===== src/rtl/cpu_pkg.sv =====
// Shared CPU definitions: instruction field positions, opcode/function
// constants and the fetch state encoding used by fetch and decode.
package cpu_pkg;

  localparam int unsigned OPCODE_W    = 4;
  localparam int unsigned FUNC_W      = 4;

  localparam int unsigned OPCODE_MSB  = 15;
  localparam int unsigned OPCODE_LSB  = 12;
  localparam int unsigned RS_MSB      = 11;
  localparam int unsigned RS_LSB      = 8;
  localparam int unsigned RT_MSB      = 7;
  localparam int unsigned RT_LSB      = 4;
  localparam int unsigned FUNC_MSB    = 3;
  localparam int unsigned FUNC_LSB    = 0;
  localparam int unsigned IMM_MSB     = 3;
  localparam int unsigned IMM_LSB     = 0;
  localparam int unsigned JTARGET_MSB = 11;
  localparam int unsigned JTARGET_LSB = 0;

  localparam logic [OPCODE_W-1:0] OP_R_TYPE = 4'b0000;
  localparam logic [OPCODE_W-1:0] OP_LW     = 4'b0001;
  localparam logic [OPCODE_W-1:0] OP_SW     = 4'b0010;
  localparam logic [OPCODE_W-1:0] OP_JMP    = 4'b0110;

  localparam logic [FUNC_W-1:0] FN_ADD = 4'b0000;
  localparam logic [FUNC_W-1:0] FN_SUB = 4'b0001;

  typedef enum logic {
    IDLE = 1'b0,
    RUN  = 1'b1
  } fetch_state_e;

endpackage


===== src/rtl/fetch_fifo.sv =====
// In-order queue of fetched {pc, instr} entries; flush empties it in one cycle
// and takes priority over push/pop.
module fetch_fifo #(
  parameter int unsigned DEPTH = 2,
  parameter int unsigned W     = 24,
  localparam int unsigned PTR_W = $clog2(DEPTH),
  localparam int unsigned CNT_W = $clog2(DEPTH) + 1
) (
  input  logic             clk,
  input  logic             rst_n,
  input  logic             flush,
  input  logic             push,
  input  logic [W-1:0]     push_data,
  input  logic             pop,
  output logic [W-1:0]     head_data,
  output logic [CNT_W-1:0] count
);

  logic [W-1:0]     mem [DEPTH];
  logic [PTR_W-1:0] wr_ptr;
  logic [PTR_W-1:0] rd_ptr;

  // Storage is reset too so the head reads zero out of reset.
  always_ff @(posedge clk or negedge rst_n) begin
    if (!rst_n) begin
      for (int unsigned i = 0; i < DEPTH; i++) mem[i] <= '0;
      wr_ptr <= '0;
      rd_ptr <= '0;
      count  <= '0;
    end else if (flush) begin
      wr_ptr <= '0;
      rd_ptr <= '0;
      count  <= '0;
    end else begin
      if (push) begin
        mem[wr_ptr] <= push_data;
        wr_ptr      <= wr_ptr + PTR_W'(1);
      end
      if (pop) rd_ptr <= rd_ptr + PTR_W'(1);
      count <= count + CNT_W'(push) - CNT_W'(pop);
    end
  end

  assign head_data = mem[rd_ptr];

endmodule


===== src/rtl/instr_fetch_queue.sv =====
// Instruction fetch: PC, single-outstanding imem request, and a small queue
// presenting the head instruction to decode; redirects flush and restart.
module instr_fetch_queue
  import cpu_pkg::*;
#(
  parameter int unsigned ADDR_W   = 8,
  parameter int unsigned INSTR_W  = 16,
  parameter int unsigned DEPTH    = 2,
  parameter int unsigned RESET_PC = 0
) (
  input  logic                clk,
  input  logic                rst_n,
  output logic                imem_req,
  output logic [ADDR_W-1:0]   imem_addr,
  input  logic                imem_rvalid,
  input  logic [INSTR_W-1:0]  imem_rdata,
  output logic                if_valid,
  input  logic                if_ready,
  output logic [INSTR_W-1:0]  if_instr,
  output logic [ADDR_W-1:0]   if_pc,
  output logic [OPCODE_W-1:0] if_opcode,
  output logic [FUNC_W-1:0]   if_function_code,
  input  logic                redirect,
  input  logic [ADDR_W-1:0]   redirect_target
);

  localparam int unsigned ENTRY_W = ADDR_W + INSTR_W;
  localparam int unsigned CNT_W   = $clog2(DEPTH) + 1;

  fetch_state_e       state_q, state_d;
  logic [ADDR_W-1:0]  pc_q, pc_d;
  logic [CNT_W-1:0]   count;
  logic [ENTRY_W-1:0] head;
  logic               enq, deq, flush;

  always_ff @(posedge clk or negedge rst_n) begin
    if (!rst_n) begin
      state_q <= IDLE;
      pc_q    <= ADDR_W'(RESET_PC);
    end else begin
      state_q <= state_d;
      pc_q    <= pc_d;
    end
  end

  // Request is gated by registered count only, so a dequeue never bypasses into it.
  always_comb begin
    state_d  = state_q;
    pc_d     = pc_q;
    imem_req = 1'b0;
    enq      = 1'b0;
    deq      = 1'b0;
    flush    = 1'b0;
    case (state_q)
      IDLE: begin
        state_d = RUN;
        if (redirect) pc_d = redirect_target;
      end
      RUN: begin
        imem_req = (count < CNT_W'(DEPTH)) && !redirect;
        enq      = imem_req && imem_rvalid;
        deq      = if_valid && if_ready;
        flush    = redirect;
        if (redirect)  pc_d = redirect_target;
        else if (enq)  pc_d = pc_q + ADDR_W'(1);
      end
      default: state_d = IDLE;
    endcase
  end

  fetch_fifo #(
    .DEPTH (DEPTH),
    .W     (ENTRY_W)
  ) u_fifo (
    .clk       (clk),
    .rst_n     (rst_n),
    .flush     (flush),
    .push      (enq),
    .push_data ({pc_q, imem_rdata}),
    .pop       (deq),
    .head_data (head),
    .count     (count)
  );

  assign imem_addr        = pc_q;
  assign if_valid         = (count != '0);
  assign if_pc            = head[ENTRY_W-1:INSTR_W];
  assign if_instr         = head[INSTR_W-1:0];
  assign if_opcode        = if_instr[OPCODE_MSB:OPCODE_LSB];
  assign if_function_code = if_instr[FUNC_MSB:FUNC_LSB];

endmodule


===== config.mk =====
export PLATFORM = sky130hd
export DESIGN_NAME = instr_fetch_queue
export DESIGN_NICKNAME = d
export VERILOG_FILES = /design/src/rtl/cpu_pkg.sv /design/src/rtl/fetch_fifo.sv /design/src/rtl/instr_fetch_queue.sv
export SDC_FILE = /design/constraint.sdc
export NUM_CORES = 1
export LEC_CHECK = 0
export CAP_MARGIN = 20
export CORE_UTILIZATION = 35
export CTS_CLUSTER_DIAMETER = 60
export DETAILED_ROUTE_END_ITERATION = 8
export GPL_TIMING_DRIVEN = 0
export PLACE_DENSITY = 0.66
export SLEW_MARGIN = 40
export SYNTH_ARGS = -nofsm -noshare
export SYNTH_HDL_FRONTEND = slang
export SYNTH_HIERARCHICAL = 1
export SYNTH_SLANG_ARGS = --single-unit
export TNS_END_PERCENT = 30

===== constraint.sdc =====
create_clock -name clk -period 2.1 [get_ports clk]
set_clock_uncertainty 0.1 [all_clocks]
set_input_delay 0.42 -clock clk [delete_from_list [all_inputs] [get_ports clk]]
set_output_delay 0.42 -clock clk [all_outputs]
set_load 0.02 [all_outputs]

# --- Word level (Yosys, flattened, before mapping) ---
# Cells that the tools add are included.
word_totals:
  reg_bits: 61
  elab_cells: 51
op_classes:
  add_sub_neg: 5
  n_lt_le_gt_ge: 4
  n_eq_ne: 2
  n_mux: 19
  bitwise_logic: 4
  reduce_logical: 10
op_table:
  columns: ["op", "n"]
  rows:
  - ["$mux 24", 4]
  - ["$bwmux 48", 1]
  - ["$demux 24 s1", 1]
  - ["$mux 8", 3]
  - ["$pmux 8 s2", 1]
  - ["$add 8x1->8 const B", 1]
  - ["$mux 1", 8]
  - ["$reduce_bool 2->1", 3]
  - ["$ge 2x2->1 const B", 2]
  - ["$logic_and 1x1->1", 4]
  - ["$not 1->2", 2]
  - ["$reduce_and 2->1", 2]
  - ["$ne 3x2->1 const B", 1]
  - ["$add 1x1->1 const B", 2]
  - ["$add 2x1->2", 1]
  - ["$lt 2x1->1 const B", 1]
  - ["$lt 2x2->1 const B", 1]
  - ["$mux 2", 1]
  - ["$ne 2x2->1 const B", 1]
  - ["$not 1->1", 2]
  - ["$sub 2x1->2", 1]
  - ["$logic_not 1->1", 1]

# --- Logic depth before layout (Yosys ltp) ---
depth:
  depth_word: 7
  mapped_depth: 9
  ltp_nobuf: 8

# --- Hierarchy ---
# The synthesis kept the hierarchy.
modules_own_cells:
  columns: ["module", "instances", "cells_per_inst", "area_each_um2"]
  rows:
  - ["fetch_fifo", 1, 144, 2299.7]
  - ["instr_fetch_queue", 1, 71, 675.6]

# --- Worst setup path before layout ---
# No wires, ideal clock.
synth_timing:
  path_kind: "input to register"
  from: "in imem_rvalid"
  to: "reg u_fifo/mem[28] (netlist name)"
  t_arrival_ns: 1.800
  setup_slack_ns: 0.075
  path_stages: 5
  n_path_buf: 1
  path_cell_list: "nor2b_1 > and2_1 > nor3b_4 > buf_6 > mux2_2"
synth_between:
  elab_chain_len: 3
synth_lines:
  columns: ["element", "line", "rtl"]
  rows:
  - ["start, declared", "instr_fetch_queue.sv:15", "input logic imem_rvalid,"]
  - ["$logic_and 1x1->1", "instr_fetch_queue.sv:61", "enq = imem_req && imem_rvalid;"]
  - ["$mux 1", "instr_fetch_queue.sv:54", "case (state_q)"]
  - ["named net enq", "instr_fetch_queue.sv:34", "logic enq, deq, flush;"]
  - ["$reduce_and 2->1 (no line)", null, null]
  - ["end signal, assigned by index", "fetch_fifo.sv:36", "mem[wr_ptr] <= push_data;"]
  - ["end, declared", "fetch_fifo.sv:19", "logic [W-1:0] mem [DEPTH];"]
# The timed path passes the listed nets, and every way through them passes these cells.
# A chain may end at the register's enable or synchronous reset.

# --- Worst setup path in the final report ---
layout_timing:
  from: "reg u_fifo.rd_ptr"
  to: "out if_pc[3]"
layout_between:
  elab_chain_len: 4
layout_lines:
  columns: ["element", "line", "rtl"]
  rows:
  - ["start, declared", "fetch_fifo.sv:21", "logic [PTR_W-1:0] rd_ptr;"]
  - ["start signal, assigned", "fetch_fifo.sv:39", "if (pop) rd_ptr <= rd_ptr + PTR_W'(1);"]
  - ["$not 1->2 (not written as such)", "fetch_fifo.sv:44", "assign head_data = mem[rd_ptr];"]
  - ["$mux 24 (not written as such) (3 in a row)", "fetch_fifo.sv:44", null]
  - ["end, declared", "instr_fetch_queue.sv:20", "output logic [ADDR_W-1:0] if_pc,"]
# No other way between the ends. The select of a mux whose other input is x is not followed.

==> out/metrics.csv <==
stage,metric,value,unit
status,outcome,"finished, final reports clean",
drt,drc,0,
layout,layout_commonest_cell,mux2_2,
placed_design,dp_hpwl,4420,um
global_routing,overflow,0,
layout,layout_common_cells,"mux2_2, dfrtp_1, clkdlybuf4s50_1",
cts,clock_latency,340,ps
setup_path,max_stage_delay,340,ps
placed_design,place.gp.congestion,0.841,
layout,multi_input_area,0.00134,mm2
setup_path,crit_end,if_pc[3],
logic_synthesis,synth_edf_count,0,
sta,slew_violations,0,
setup_path,cpMostUsedCell,buf_6,
layout,syn2layout_area_growth,40.6,%
setup_path,regToRegSetupSlack,40,ps
sta,hold_violations,0,
logic_synthesis,ys_ff_latch,61,
global_routing,grt_usage,15.5,%
setup_path,worstPathRequired,1580,ps
layout,regArea,0.00153,mm2
global_routing,antenna_found_initial,0,
logic_synthesis,synth.top_cell.area_share,51.3,%
sta,hold_slack,396,ps
sta,period_share,99.8,%
cts,clkTransAtPathRegs,70,ps
setup_path,critical_path_arrival,1580,ps
die,initial_utilization,36.2,%
logic_synthesis,ys_types,38,
setup_path,cp-start-kind,register,
setup_path,critPathMaxFanout,8,
logic_synthesis,seq_area_frac_synth,51.3,%
sta,finalSetupViolCount,0,
logic_synthesis,synth_area_leader_cell,dfrtp_1,
drt,wirelength,6600,um
sta,grt_setup_unrepaired,yes,
worst_hold_path,min_path_type,reg2reg,
layout,final_area,0.00418,mm2
drt,vias_per_cell,4.92,
setup_path,path_buf_inv,4,
global_routing,grt_pass1_vias,2053,
layout,final_layout_size_suffix_gt1_share,50.6,%
global_routing,grt_first_pass_wirelength,10300,um
logic_synthesis,synthesis.nets,247,
layout,insertedDiodeCount,0,
logic_synthesis,synthArstFlopShare,100,%
sta,fmax,477,MHz
cts,cts-root-buf,clkbuf_8,
sta,setup_tns,0,ps
power,p_leak,1.93,nW
drt,wl_per_cell,15.8,um
setup_path,critPathTopFamily,buffers and inverters,
setup_path,crit_path_top_delay_cell,dfrtp_1,
setup_path,rr_startpoint,state_q$_DFF_PN0_,
layout,instances_no_fill,417,
power,power,6.15,mW
logic_synthesis,synth_cells,215,
placed_design,placed_area,0.00382,mm2
die,die_y,94.2,um
layout,fillers,733,
placed_design,io_buffers,70,
cts,clockBufferDepth,2,
run,max_cap_violations,0,
die,io_pins,71,
setup_path,critPathKind,reg2out,
logic_synthesis,synthFlopType,dfrtp_1,
global_routing,grt_max_degree,34,
logic_synthesis,synth_warnings,6,
die,fp.dieArea,0.00887,mm2
setup_path,crit_chain,buf_6 > buf_12 > buf_4 > mux2_2 > buf_6,
logic_synthesis,syn_area,0.00298,mm2
cts,cts_tree,done,
power,ir_drop,0.711,mV
die,core,0.00822,mm2
drt,first_iter_violations,43,
drt,num_vias,2052,
sta,min_period,2100,ps
setup_path,cp-startpoint,u_fifo/rd_ptr$_DFFE_PN0P_,
power,pwr_density_cell,1470,mW/mm2
drt,drtPass1Iterations,4,
layout,fin_nets,339,
cts,cts.htree.levels,3,
setup_path,rr_worst_depth,7,
logic_synthesis,syn_avg_cell_area,13.8,um2
logic_synthesis,synthTopCellsByArea,"dfrtp_1, mux2_2, buf_4",
die,chipWidth,94.2,um
setup_path,cp-end-kind,output port,
setup_path,cp_num_cells,5,
cts,cts_buffers,9,
drt,drtAntennaViolNets,0,
die,rows,33,
cts,clock-sinks,61,
placed_design,dp_cells,391,
setup_path,r2r-end,u_fifo/mem[34]$_DFFE_PN0P_,
==> per-stage QoR <==
stage	worst slack, ps	util, %
finish	4.46	50.9
global route	-63.0	50.9
CTS	-51.6	49.2
detailed placement	-737	46.6
global placement	-1510	46.3
floorplan	75.4	-
==> power by group <==
group          internal, mW  switching [mW]  leakage (nW)
clock network         0.730           0.457         0.116
registers              1.67           0.290         0.743
logic                  1.67            1.34          1.07
==> layout make-up <==
class,instances,area share (%)
multi-input combinational,132,32.0
tap,105,3.14
timing repair buffer,85,18.6
sequential,61,36.6
clock buffer,12,3.71
clock inverter,4,1.67
buffer,16,4.13
inverter,2,0.179
==> cells in the mapped netlist (2+ instances only) <==
cell type and instances:
a21oi_1 3, a2bb2oi_1 3, a311oi_1 3, a41o_1 3
and2_1 3, and3_1 3, and4_1 2, buf_2 4
buf_4 8, buf_6 3, clkbuf_1 2, clkbuf_8 2
dfrtp_1 61, ha_1 3, inv_1 2, mux2_2 71
mux2_4 2, nand2_1 3, nand3_1 2, nand3b_1 5
nor2_1 3, nor2b_1 3, o21ai_1 2, o22ai_1 2
o32ai_1 3, xnor2_1 2
==> worst min-delay path by stage <==
stage / startpoint / to / slack [ps] / cells after the start
floorplan: rst_n / imem_addr[0]$_DFFE_PN0P_ / 20 / 0
finish: u_fifo/mem[29]$_DFFE_PN0P_ / u_fifo/mem[29]$_DFFE_PN0P_ / 400 / 1
CTS: u_fifo/mem[16]$_DFFE_PN0P_ / u_fifo/mem[16]$_DFFE_PN0P_ / 400 / 1
detailed placement: rst_n / state_q$_DFF_PN0_ / 270 / 1
global route: u_fifo/mem[26]$_DFFE_PN0P_ / u_fifo/mem[26]$_DFFE_PN0P_ / 420 / 1
global placement: u_fifo/mem[29]$_DFFE_PN0P_ / u_fifo/mem[29]$_DFFE_PN0P_ / 370 / 1
==> what timing repair did <==
item / in CTS / in global routing
setup buffers: 4 / 7
endpoints found under the hold margin: 28 / 0
endpoints found under the setup margin: 83 / 59
gates resized for setup: 134 / 35
hold buffers: 1 / 0
cloned: 0 / 2
==> layer usage <==
layer / up-vias / wire (um) / GRT usage [%]
met4: 0 / 87 / 6.54
met2: 53 / 3040 / 24.2
met5: - / 0 / 0
met1: 1031 / 3170 / 20.5
met3: 10 / 301 / 3.48
li1: 958 / - / -
==> cell families after synthesis <==
kind of cell,after synthesis,synth area share (%)
AOI/OAI and AO/OA,19,4.92
xor gates and xnor gates,4,1.64
adders and majority gates,3,1.26
buffers and inverters,22,5.42
DFF,61,51.3
muxes,74,28.3
other,1,0.126
and+or+nand+nor,31,7.07
==> worst register-to-register path: stages (launching register included) <==
cell and delay [ps]:
dfrtp_2 410, nor2b_2 170, buf_6 140, and2_2 220, nor3b_4 210, buf_4 160, buf_6 160, mux2_2 350
==> state kept, by name (all words and copies together) (netlist names) <==
name	count
u_fifo/mem	48
u_fifo/wr_ptr	1
state_q	1
u_fifo/count	2
u_fifo/rd_ptr	1
imem_addr	8
Power figures use the tool's default switching activity.
==> edit: new RTL, config.mk and constraints unchanged <==
`ADDR_W`: 8 -> 7.
--- a/src/rtl/instr_fetch_queue.sv
+++ b/src/rtl/instr_fetch_queue.sv
@@ -3,7 +3,7 @@
 module instr_fetch_queue
   import cpu_pkg::*;
 #(
-  parameter int unsigned ADDR_W   = 8,
+  parameter int unsigned ADDR_W   = 7,
   parameter int unsigned INSTR_W  = 16,
   parameter int unsigned DEPTH    = 2,
   parameter int unsigned RESET_PC = 0
Ports: changed (resized if_pc, imem_addr and redirect_target); port bits go from 71 to 68. The function was not compared with the original's and may differ.
==> edit against the original RTL <==
The flow now finishes with violations (negative setup slack). Combinational power decreased by 8.0%. Synthesized area shrank 7.4%. Sequential share of layout area increased by 0.72 points. Clock power fell by 19%. Utilization increased by 1.4 points. Power is 9.5% lower. Sequential cell count shrank 3. Worst setup slack lost 0.026 ns. Routed wire length is 14% lower. Design area down 6.9%. Critical endpoint is now if_instr[2]. Global-route usage fell by 0.83 points.
==> edit: results (changes against the original RTL) <==
run status finished with violations; failing checks negative setup slack; Fillers 697 (-4.9%); synth top area cells dfrtp_1 (53%), mux2_2 (28%), buf_4 (3.0%); Placement Setup Slack -0.652 ns (+0.0852 ns); Vias/cell 4.65 (-5.6%); WL met2 2.64 mm (-13%); vias in the first global route 1820 (-11%); first-pass GRT wire length 9.19 mm (-11%); synth unique cells 33 (-13%); final setup fails 9 (+9); final WL 5.70 mm (-14%); share of cells above drive strength 1 52.3% (+1.7 points); Final Worst Setup Slack -0.0215 ns (-0.0260 ns); Avg WL per Cell 14.4 um (-9.2%); Placed Cells 368 (-5.9%); Layout Nets 325 (-4.1%); synthesized net count 232 (-6.1%); Total GRT Usage 14.7% (-0.83 points); Post-synth top cells mux2_2 (69), dfrtp_1 (58), buf_4 (11); placed instance area 0.00357 mm2 (-6.7%); Max VDD drop 0.689 mV (-3.0%); Leak 1.85 nW (-4.3%); wire length on met1 2.67 mm (-16%); IO buf count 67 (-4.3%); DP HPWL 3.79 mm (-14%); Seq/Total Area, Yosys 52.7% (+1.4 points); critical path arrival 1.60 ns (+0.02 ns); Mapped Cells 201 (-6.5%); max reg flops 46 (-4.2%); largest net degree at the start of global routing 39 (+15%)
-- edit: repair_timing --
item                                    CTS  global route
endpoints found under the setup margin   78            76
cloned                                    0             2
buffers inserted                          3            10
pin swaps                                 0             1
resized for setup                        44           106
hold buffers                              1             0
hold endpoints to repair                 20             0
-- edit: report_power, final --
part / switching, mW / internal, mW / total [mW] / leakage (nW)
combinational: 1.21 / 1.54 / 2.76 / 1.03
clock: 0.419 / 0.546 / 0.965 / 0.101
sequential: 0.271 / 1.57 / 1.85 / 0.721
-- edit: worst max-delay path, stage by stage (launching register included) --
cell and delay, ns:
dfrtp_2 0.49, buf_12 0.16, mux2_2 0.34, buf_4 0.13, clkbuf_2 0.14
-- edit: cell families after synthesis --
| group | after synthesis | synth area share (%) |
|---|---|---|
| fa+ha+maj | 3 | 1.36 |
| xor+xnor | 5 | 2.09 |
| flops | 58 | 52.7 |
| compound gates | 8 | 1.82 |
| simple gates | 36 | 8.04 |
| buf+inv | 19 | 4.95 |
| mux | 71 | 29.0 |
| other cells | 1 | 0.136 |
-- edit: routing by layer --
| metal | vias up | track usage (%) |
|---|---|---|
| met5 | - | 0 |
| li1 | 887 | - |
| met1 | 902 | 19.1 |
| met4 | 0 | 8.06 |
| met2 | 45 | 22.1 |
| met3 | 11 | 3.70 |
-- edit: worst paths after layout --
check	from	endpoint	slack (ns)	depth (start not counted)
max in group asynchronous	rst_n	u_fifo/rd_ptr	0.99	3
worst max register to register	u_fifo/count[1]	u_fifo/mem[39]	0.18	6
worst min-delay path	u_fifo/mem[17]	u_fifo/mem[17]	0.40	1
min in group asynchronous	rst_n	u_fifo/mem[38]	0.41	2
worst max-delay path	u_fifo/rd_ptr	if_instr[2]	-0.02	4
worst min register to register	u_fifo/mem[17]	u_fifo/mem[17]	0.40	1
-- edit: layout make-up --
type | instances | area [um2] | share of cell area (%)
flip-flops and latches | 58 | 1450 | 37.3
multi-input cells | 124 | 1220 | 31.4
repair buffers | 84 | 736 | 18.9
clock buffers | 13 | 179 | 4.59
plain buffers | 15 | 164 | 4.21
well taps | 99 | 124 | 3.18
clock inverters | 2 | 10.0 | 0.257
inverters | 2 | 7.51 | 0.193
-- edit: through the flow --
step	TNS (ns)	util (%)	hold slack, ns
after floorplan	0	-	0.0244
final	-0.0878	52.3	0.401
after global routing	-0.798	52.3	0.419
after CTS	-5.08	50.7	0.398
after global placement	-115.98	47.7	0.363
after detailed placement	-36.06	47.9	0.229
